--- src/rtl/unary_pkg.sv ---
`default_nettype none
// ============================================================================
// Package     : unary_pkg
// Description : Shared types and helpers for the unary arithmetic blocks
//               (stream encoder, adders, decoders).
//               - enc_mode_e  : ENC_THERMO (ones first) / ENC_SPREAD (even)
//               - enc_state_e : encoder FSM states
//               - count_width : bits needed to hold a count 0..n
// Revision    : 1.0 - initial release
// ============================================================================
package unary_pkg;

    typedef enum logic {
        ENC_THERMO = 1'b0,
        ENC_SPREAD = 1'b1
    } enc_mode_e;

    typedef enum logic {
        ST_IDLE   = 1'b0,
        ST_STREAM = 1'b1
    } enc_state_e;

    // Width of a counter that must represent every value from 0 to n inclusive.
    function automatic int count_width(input int n);
        return $clog2(n + 1);
    endfunction

endpackage
`default_nettype wire

--- src/rtl/unary_stream_encoder_if.sv ---
`default_nettype none
// ============================================================================
// Interface   : unary_stream_encoder_if
// Description : Control and bit-stream bundle of the unary stream encoder.
//               master : producer/consumer side (drives clear/load/value/enable)
//               slave  : encoder side (drives y/valid/last/busy)
//   clear  : synchronous abort of the current stream
//   load   : capture value and start a stream (honoured only when idle)
//   value  : binary count, COUNT_WIDTH bits
//   enable : consumer pull, one bit per enabled cycle
//   y      : stream bit, valid : y is a stream bit, last : final bit, busy : streaming
// Revision    : 1.0 - initial release
// ============================================================================
interface unary_stream_encoder_if #(
    parameter int COUNT_WIDTH = 6
);
    logic                   clear;
    logic                   load;
    logic [COUNT_WIDTH-1:0] value;
    logic                   enable;
    logic                   y;
    logic                   valid;
    logic                   last;
    logic                   busy;

    modport master (
        output clear, load, value, enable,
        input  y, valid, last, busy
    );

    modport slave (
        input  clear, load, value, enable,
        output y, valid, last, busy
    );
endinterface
`default_nettype wire

--- src/rtl/unary_stream_encoder.sv ---
`default_nettype none
// ============================================================================
// Module      : unary_stream_encoder
// Description : Binary-to-unary transmitter. Loads a binary count and emits
//               INPUT_WIDTH serial bits, one per enabled cycle, of which
//               min(value, INPUT_WIDTH) are 1. ENC_THERMO sends the ones
//               first; ENC_SPREAD spreads them so any k-bit prefix holds
//               floor(k*value/INPUT_WIDTH) ones.
// Ports       : clk   - clock
//               reset - asynchronous, active-low reset
//               bus   - unary_stream_encoder_if.slave (clear, load, value,
//                       enable in; y, valid, last, busy out)
// Revision    : 1.0 - initial release
// ============================================================================
module unary_stream_encoder
    import unary_pkg::*;
#(
    parameter int        INPUT_WIDTH = 32,
    parameter int        COUNT_WIDTH = count_width(INPUT_WIDTH),
    parameter enc_mode_e ENCODING    = ENC_SPREAD
) (
    input  wire logic               clk,
    input  wire logic               reset,
    unary_stream_encoder_if.slave   bus
);

    localparam logic [COUNT_WIDTH-1:0] c_FULL     = COUNT_WIDTH'(INPUT_WIDTH);
    localparam logic [COUNT_WIDTH-1:0] c_LAST_IDX = COUNT_WIDTH'(INPUT_WIDTH - 1);

    enc_state_e             r_state,   w_state_nxt;
    logic [COUNT_WIDTH-1:0] r_val_q,   w_val_nxt;
    logic [COUNT_WIDTH-1:0] r_bit_cnt, w_bit_cnt_nxt;
    logic [COUNT_WIDTH-1:0] r_acc,     w_acc_nxt;
    logic                   r_y,       w_y_nxt;
    logic                   r_valid,   w_valid_nxt;
    logic                   r_last,    w_last_nxt;

    logic [COUNT_WIDTH-1:0] w_val_sat;
    logic                   w_enc_bit;
    logic [COUNT_WIDTH-1:0] w_acc_step;

    assign w_val_sat = (bus.value > c_FULL) ? c_FULL : bus.value;

    // Bit generator: next stream bit and the accumulator value after it.
    generate
        if (ENCODING == ENC_THERMO) begin : g_thermo
            assign w_enc_bit  = (r_bit_cnt < r_val_q);
            assign w_acc_step = r_acc;
        end else begin : g_spread
            localparam logic [COUNT_WIDTH:0] c_FULL_EXT = (COUNT_WIDTH+1)'(INPUT_WIDTH);
            // acc < INPUT_WIDTH and val_q <= INPUT_WIDTH, so one extra bit
            // holds the sum without overflow.
            logic [COUNT_WIDTH:0] w_sum;
            logic [COUNT_WIDTH:0] w_sum_wrap;
            assign w_sum      = {1'b0, r_acc} + {1'b0, r_val_q};
            assign w_sum_wrap = w_sum - c_FULL_EXT;
            always_comb begin
                w_enc_bit  = 1'b0;
                w_acc_step = w_sum[COUNT_WIDTH-1:0];
                if (w_sum >= c_FULL_EXT) begin
                    w_enc_bit  = 1'b1;
                    w_acc_step = w_sum_wrap[COUNT_WIDTH-1:0];
                end
            end
        end
    endgenerate

    always_comb begin
        w_state_nxt   = r_state;
        w_val_nxt     = r_val_q;
        w_bit_cnt_nxt = r_bit_cnt;
        w_acc_nxt     = r_acc;
        w_y_nxt       = 1'b0;
        w_valid_nxt   = 1'b0;
        w_last_nxt    = 1'b0;
        case (r_state)
            ST_IDLE: begin
                if (bus.load) begin
                    w_state_nxt   = ST_STREAM;
                    w_val_nxt     = w_val_sat;
                    w_bit_cnt_nxt = '0;
                    w_acc_nxt     = '0;
                end
            end
            ST_STREAM: begin
                if (bus.clear) begin
                    w_state_nxt = ST_IDLE;
                end else if (bus.enable) begin
                    w_y_nxt       = w_enc_bit;
                    w_valid_nxt   = 1'b1;
                    w_bit_cnt_nxt = r_bit_cnt + 1'b1;
                    w_acc_nxt     = w_acc_step;
                    if (r_bit_cnt == c_LAST_IDX) begin
                        w_last_nxt  = 1'b1;
                        w_state_nxt = ST_IDLE;
                    end
                end
                // enable low: stall, bit_cnt and acc hold, outputs idle
            end
            default: w_state_nxt = ST_IDLE;
        endcase
    end

    always_ff @(posedge clk or negedge reset) begin
        if (!reset) begin
            r_state   <= ST_IDLE;
            r_val_q   <= '0;
            r_bit_cnt <= '0;
            r_acc     <= '0;
            r_y       <= 1'b0;
            r_valid   <= 1'b0;
            r_last    <= 1'b0;
        end else begin
            r_state   <= w_state_nxt;
            r_val_q   <= w_val_nxt;
            r_bit_cnt <= w_bit_cnt_nxt;
            r_acc     <= w_acc_nxt;
            r_y       <= w_y_nxt;
            r_valid   <= w_valid_nxt;
            r_last    <= w_last_nxt;
        end
    end

    assign bus.y     = r_y;
    assign bus.valid = r_valid;
    assign bus.last  = r_last;
    assign bus.busy  = (r_state == ST_STREAM);

endmodule
`default_nettype wire

--- src/flat_wrapper.sv ---
// flat-port wrapper written by rule: the top's interface ports become plain ports
module unary_stream_encoder_flat import unary_pkg::*;
#(
    parameter int        INPUT_WIDTH = 32,
    parameter int        COUNT_WIDTH = count_width(INPUT_WIDTH),
    parameter enc_mode_e ENCODING    = ENC_SPREAD
)
  (clk, reset, bus_clear, bus_load, bus_value, bus_enable, bus_y, bus_valid, bus_last, bus_busy);
  unary_stream_encoder_if #(.COUNT_WIDTH(COUNT_WIDTH)) bus_i ();
  input  wire logic clk;
  input  wire logic reset;
  input wire logic [$bits(bus_i.clear)-1:0] bus_clear;
  input wire logic [$bits(bus_i.load)-1:0] bus_load;
  input wire logic [$bits(bus_i.value)-1:0] bus_value;
  input wire logic [$bits(bus_i.enable)-1:0] bus_enable;
  output wire logic [$bits(bus_i.y)-1:0] bus_y;
  output wire logic [$bits(bus_i.valid)-1:0] bus_valid;
  output wire logic [$bits(bus_i.last)-1:0] bus_last;
  output wire logic [$bits(bus_i.busy)-1:0] bus_busy;
  assign bus_i.clear = bus_clear;
  assign bus_i.load = bus_load;
  assign bus_i.value = bus_value;
  assign bus_i.enable = bus_enable;
  assign bus_y = bus_i.y;
  assign bus_valid = bus_i.valid;
  assign bus_last = bus_i.last;
  assign bus_busy = bus_i.busy;
  unary_stream_encoder #(.INPUT_WIDTH(INPUT_WIDTH), .COUNT_WIDTH(COUNT_WIDTH), .ENCODING(ENCODING)) u_core (.clk(clk), .reset(reset), .bus(bus_i));
endmodule
--- config.mk ---
export PLATFORM = sky130hd
export DESIGN_NAME = unary_stream_encoder_flat
export DESIGN_NICKNAME = d
export VERILOG_FILES = /design/src/rtl/unary_pkg.sv /design/src/rtl/unary_stream_encoder_if.sv /design/src/rtl/unary_stream_encoder.sv /design/src/flat_wrapper.sv
export SDC_FILE = /design/constraint.sdc
export NUM_CORES = 1
export LEC_CHECK = 0
export BUFFER_PORTS_ARGS = -buffer_cell sky130_fd_sc_hd__clkbuf_2
export CAP_MARGIN = 15
export CORE_UTILIZATION = 50
export CTS_BUF_LIST = sky130_fd_sc_hd__clkbuf_4 sky130_fd_sc_hd__clkbuf_8 sky130_fd_sc_hd__clkbuf_16
export DETAILED_ROUTE_END_ITERATION = 8
export PLACE_DENSITY = 0.7
export SYNTH_ARGS = -nofsm -noshare
export SYNTH_HDL_FRONTEND = slang
export SYNTH_SLANG_ARGS = --single-unit
--- constraint.sdc ---
create_clock -name clk -period 2.2 [get_ports clk]
set_clock_uncertainty 0.2 [all_clocks]
set_input_delay 0.22 -clock clk [delete_from_list [all_inputs] [get_ports clk]]
set_output_delay 0.22 -clock clk [all_outputs]
set_load 0.005 [all_outputs]
==> impl_metrics.tcl <==
set metrics [dict create \
    synthesis.instances 119 \
    floorplan.rows 17 \
    switching_share_pct 28.91 \
    worstSetupPathType "flop to flop" \
    timing.critical_path.cells "ha_1 -> fa_1 -> a211oi_2 -> o21bai_1 -> a21oi_2 -> a41oi_2" \
    synth-seq-cells 22 \
    vias 921 \
    cts.repair_timing.setup_buffer_count 0 \
    synth_cell_area_um2 1197 \
    layout.cells.non_filler 170 \
    cts_buffer_depth 2 \
    antennaDiodeCount 0 \
    cts_tree "built" \
    final_period_minus_worst_setup_slack_ns 2.076 \
    drc 0 \
    via_count_of_the_first_global_routing_pass 869 \
    comb_power_share_pct 22.2 \
    post_synth_main_area_contributors "dfrtp_1 (46%), ha_1 (7.3%), nand2_1 (6.3%)" \
    timing.critical_path.to_type "flop" \
    status "completed" \
    die_width_um 50.94 \
    place_ws_ns 0.09692 \
    fraction_of_post_synthesis_cell_area_in_the_top_cell_type_by_area_pct 45.98 \
    max_slew_margin_pct 60.72 \
    place_inst 158 \
    report.power.total_w 0.001043 \
    gpl.final_weighted_congestion 0.8236 \
    cp_max_fo 3 \
    clock-root-buffer "clkbuf_4" \
    leakage_nw 0.7091 \
    area.growth.synth_to_final_pct 18.70 \
    ant_nets 0 \
    buffer_ports.inserted 14 \
    largest_net_degree_at_the_start_of_global_routing 23 \
    worst_pin_slew_ns 0.5892 \
    avgSynthCellArea_um2 10.06 \
    firstDrtPassIters 4 \
    clkSinkCount 22 \
    peakVddDrop_mv 0.4711 \
    ff_latch_area_um2 550.5 \
    yosysTopAreaCell "dfrtp_1" \
    max_clock_freq_ghz 0.4817 \
    share_of_post_route_cells_with_drive_strength_above_1_pct 19.72 \
    clkTransAtPathRegs_ns 0.14 \
    design.final.nets 162 \
    multi_input_comb_area_um2 618.1 \
    crit_path_top_delay_cell "fa_1" \
    clock_power_share_pct 30.6 \
    die_area_um2 2594 \
    nFillCells 197 \
    fin_worst_hold_slack_ns 0.04704 \
    dominantRegCellSynth "dfrtp_1" \
    required_ns 2.18 \
    drt-total-wl_um 2327 \
    cts.htree.levels 1 \
    first_iter_violations 11 \
    grt_antenna_before_repair 0 \
    grt-ovfl-total 0 \
    maxCapViolations 0 \
    ys_async_sr_fraction_pct 100.0 \
    p_switching_w 0.0003016 \
    rsz0062_at_grt "no" \
    timing.critical_path.from_type "flop" \
    vias_per_cell 5.418 \
    grt_util_all_layers_pct 20.34 \
    cell_internal_pwr_w 0.0007418 \
    power.share.sequential_pct 47.3 \
    final_setup_violations 0 \
    die_h_um 50.94 \
    clk_latency_ns 0.32 \
    timing.setup.tns_ns 0 \
    largest_stage_delay_on_the_critical_path_ns 0.44 \
    synthDistinctLibCells 36 \
    timing_max_transition_violations_final 0 \
    wire_length_of_the_first_global_routing_pass_um 3864 \
    count_of_flip_flops_with_a_built_in_enable_after_synthesis 0 \
    fp.coreArea_um2 2233 \
    ys_seq_area_share_pct 45.98 \
    place.detailed.hpwl_um 1575 \
    critPathArrivalTime_ns 2.06 \
    i_o_pins 15 \
    worst_slack_ns 0.1239 \
    drt-wirelength-per-cell_um 13.69 \
    final_min_period_over_clock_period_pct 94.37 \
    cts-buffers-inserted 3 \
    synthesis.yosys.warnings 0 \
    syn_nets 138 \
    min_path_type "input pin to flop" \
    hold_viol 0 \
    powerDensity_nw_per_um2 734.1 \
    floorplan.initialDensity_pct 53.61 \
]
timing repair:
| item | in CTS | in global routing |
|---|---|---|
| gates resized for setup | 0 | 1 |
| setup endpoints to repair | 0 | 1 |
| hold endpoints to repair | 30 | 0 |
| hold buffers | 8 | 0 |
final timing paths:
path	startpoint	endpoint	slack, ns	depth (start not counted)
worst max register to register	u_core.r_acc[0]	u_core.bus.y	0.12	6
min in group asynchronous	reset	u_core.r_acc[5]	0.20	2
max in group asynchronous	reset	u_core.r_bit_cnt[1]	1.23	2
worst min-delay path	bus_load	u_core.r_bit_cnt[4]	0.05	4
worst min register to register	u_core.r_bit_cnt[4]	u_core.r_bit_cnt[4]	0.28	1
worst max-delay path	u_core.r_acc[0]	u_core.bus.y	0.12	6
sequential cells by signal, summed over array words and instances, names as in the netlist:
signal and flops:
u_core.r_val_q 6, u_core.bus.busy 1, u_core.bus.valid 1, u_core.bus.last 1
u_core.bus.y 1, u_core.r_acc 6, u_core.r_bit_cnt 6
synth_stat cells (2+ instances only):
library cell / instances
a211oi_1: 4
a21o_1: 2
a21oi_1: 2
buf_2: 3
dfrtp_1: 22
ha_1: 7
mux2i_1: 2
nand2_1: 20
nand2b_1: 6
nand3_1: 9
nor2_1: 3
nor3b_1: 2
o21ai_0: 14
cell type report:
type                            count  area share [%]
Clock inverter                      1           2.113
Inverter                            2          0.5282
Sequential cell                    22           38.73
Multi-Input combinational cell     91           43.49
Tap cell                           28           2.465
Clock buffer                        3           1.585
Timing Repair Buffer               23           11.09
cell usage in the layout (no fill, tap or decap), drive strengths merged, types with 2 or more instances in the layout:
master       Yosys  final
dfrtp           22     22
nand2           20     20
clkbuf           0     17
o21ai           15     15
nand3            9      9
dlygate4sd3      0      8
ha               7      7
nand2b           6      6
a211oi           4      4
nor2             3      3
a21oi            3      3
nor3b            2      2
mux2i            2      2
a21o             2      2
inv              2      2
layer usage:
layer | global-route usage (%) | part of all wire, % | vias up
li1 | - | - | 475
met1 | 25.62 | 47 | 433
met2 | 34.21 | 51 | 11
met3 | 3.571 | 1.8 | 2
met4 | 8.333 | 0.73 | 0
met5 | 0 | 0 | -
cells by family (layout without fill, tap and decap cells):
logic type	after synthesis	count (layout)	synth area share, %
AO/OA/AOI/OAI	29	29	16.61
flip-flops	22	22	45.98
adder cells (fa/ha/maj)	8	8	8.986
buffers and inverters	6	29	2.820
AND/OR/NAND/NOR	50	50	22.47
multiplexers	2	2	1.672
XOR/XNOR	2	2	1.463
critical path: cells and delay by family, from the launching register on:
kind | cells | cell delay (ns)
compound gates | 4 | 0.67
fa+ha+maj | 2 | 0.68
flops | 1 | 0.40
stage by stage:
stage	cell area, um^2	utilization [%]
after CTS	1416	63.42
final	1421	63.64
after floorplan	1197	-
after detailed placement	1284	57.48
after global placement	1284	57.48
after global routing	1421	63.64
power groups by stage:
stage	sequential (W)	clock (W)	combinational, W
detailed placement	0.000502	0	0.000217
floorplan	0.000492	0	0.000167
finish	0.000493	0.000319	0.000231
global route	0.000501	0.000332	0.000264
CTS	0.000494	0.000325	0.000231
global placement	0.000500	0	0.000213
No activity file was read; power rests on OpenSTA's default activity.
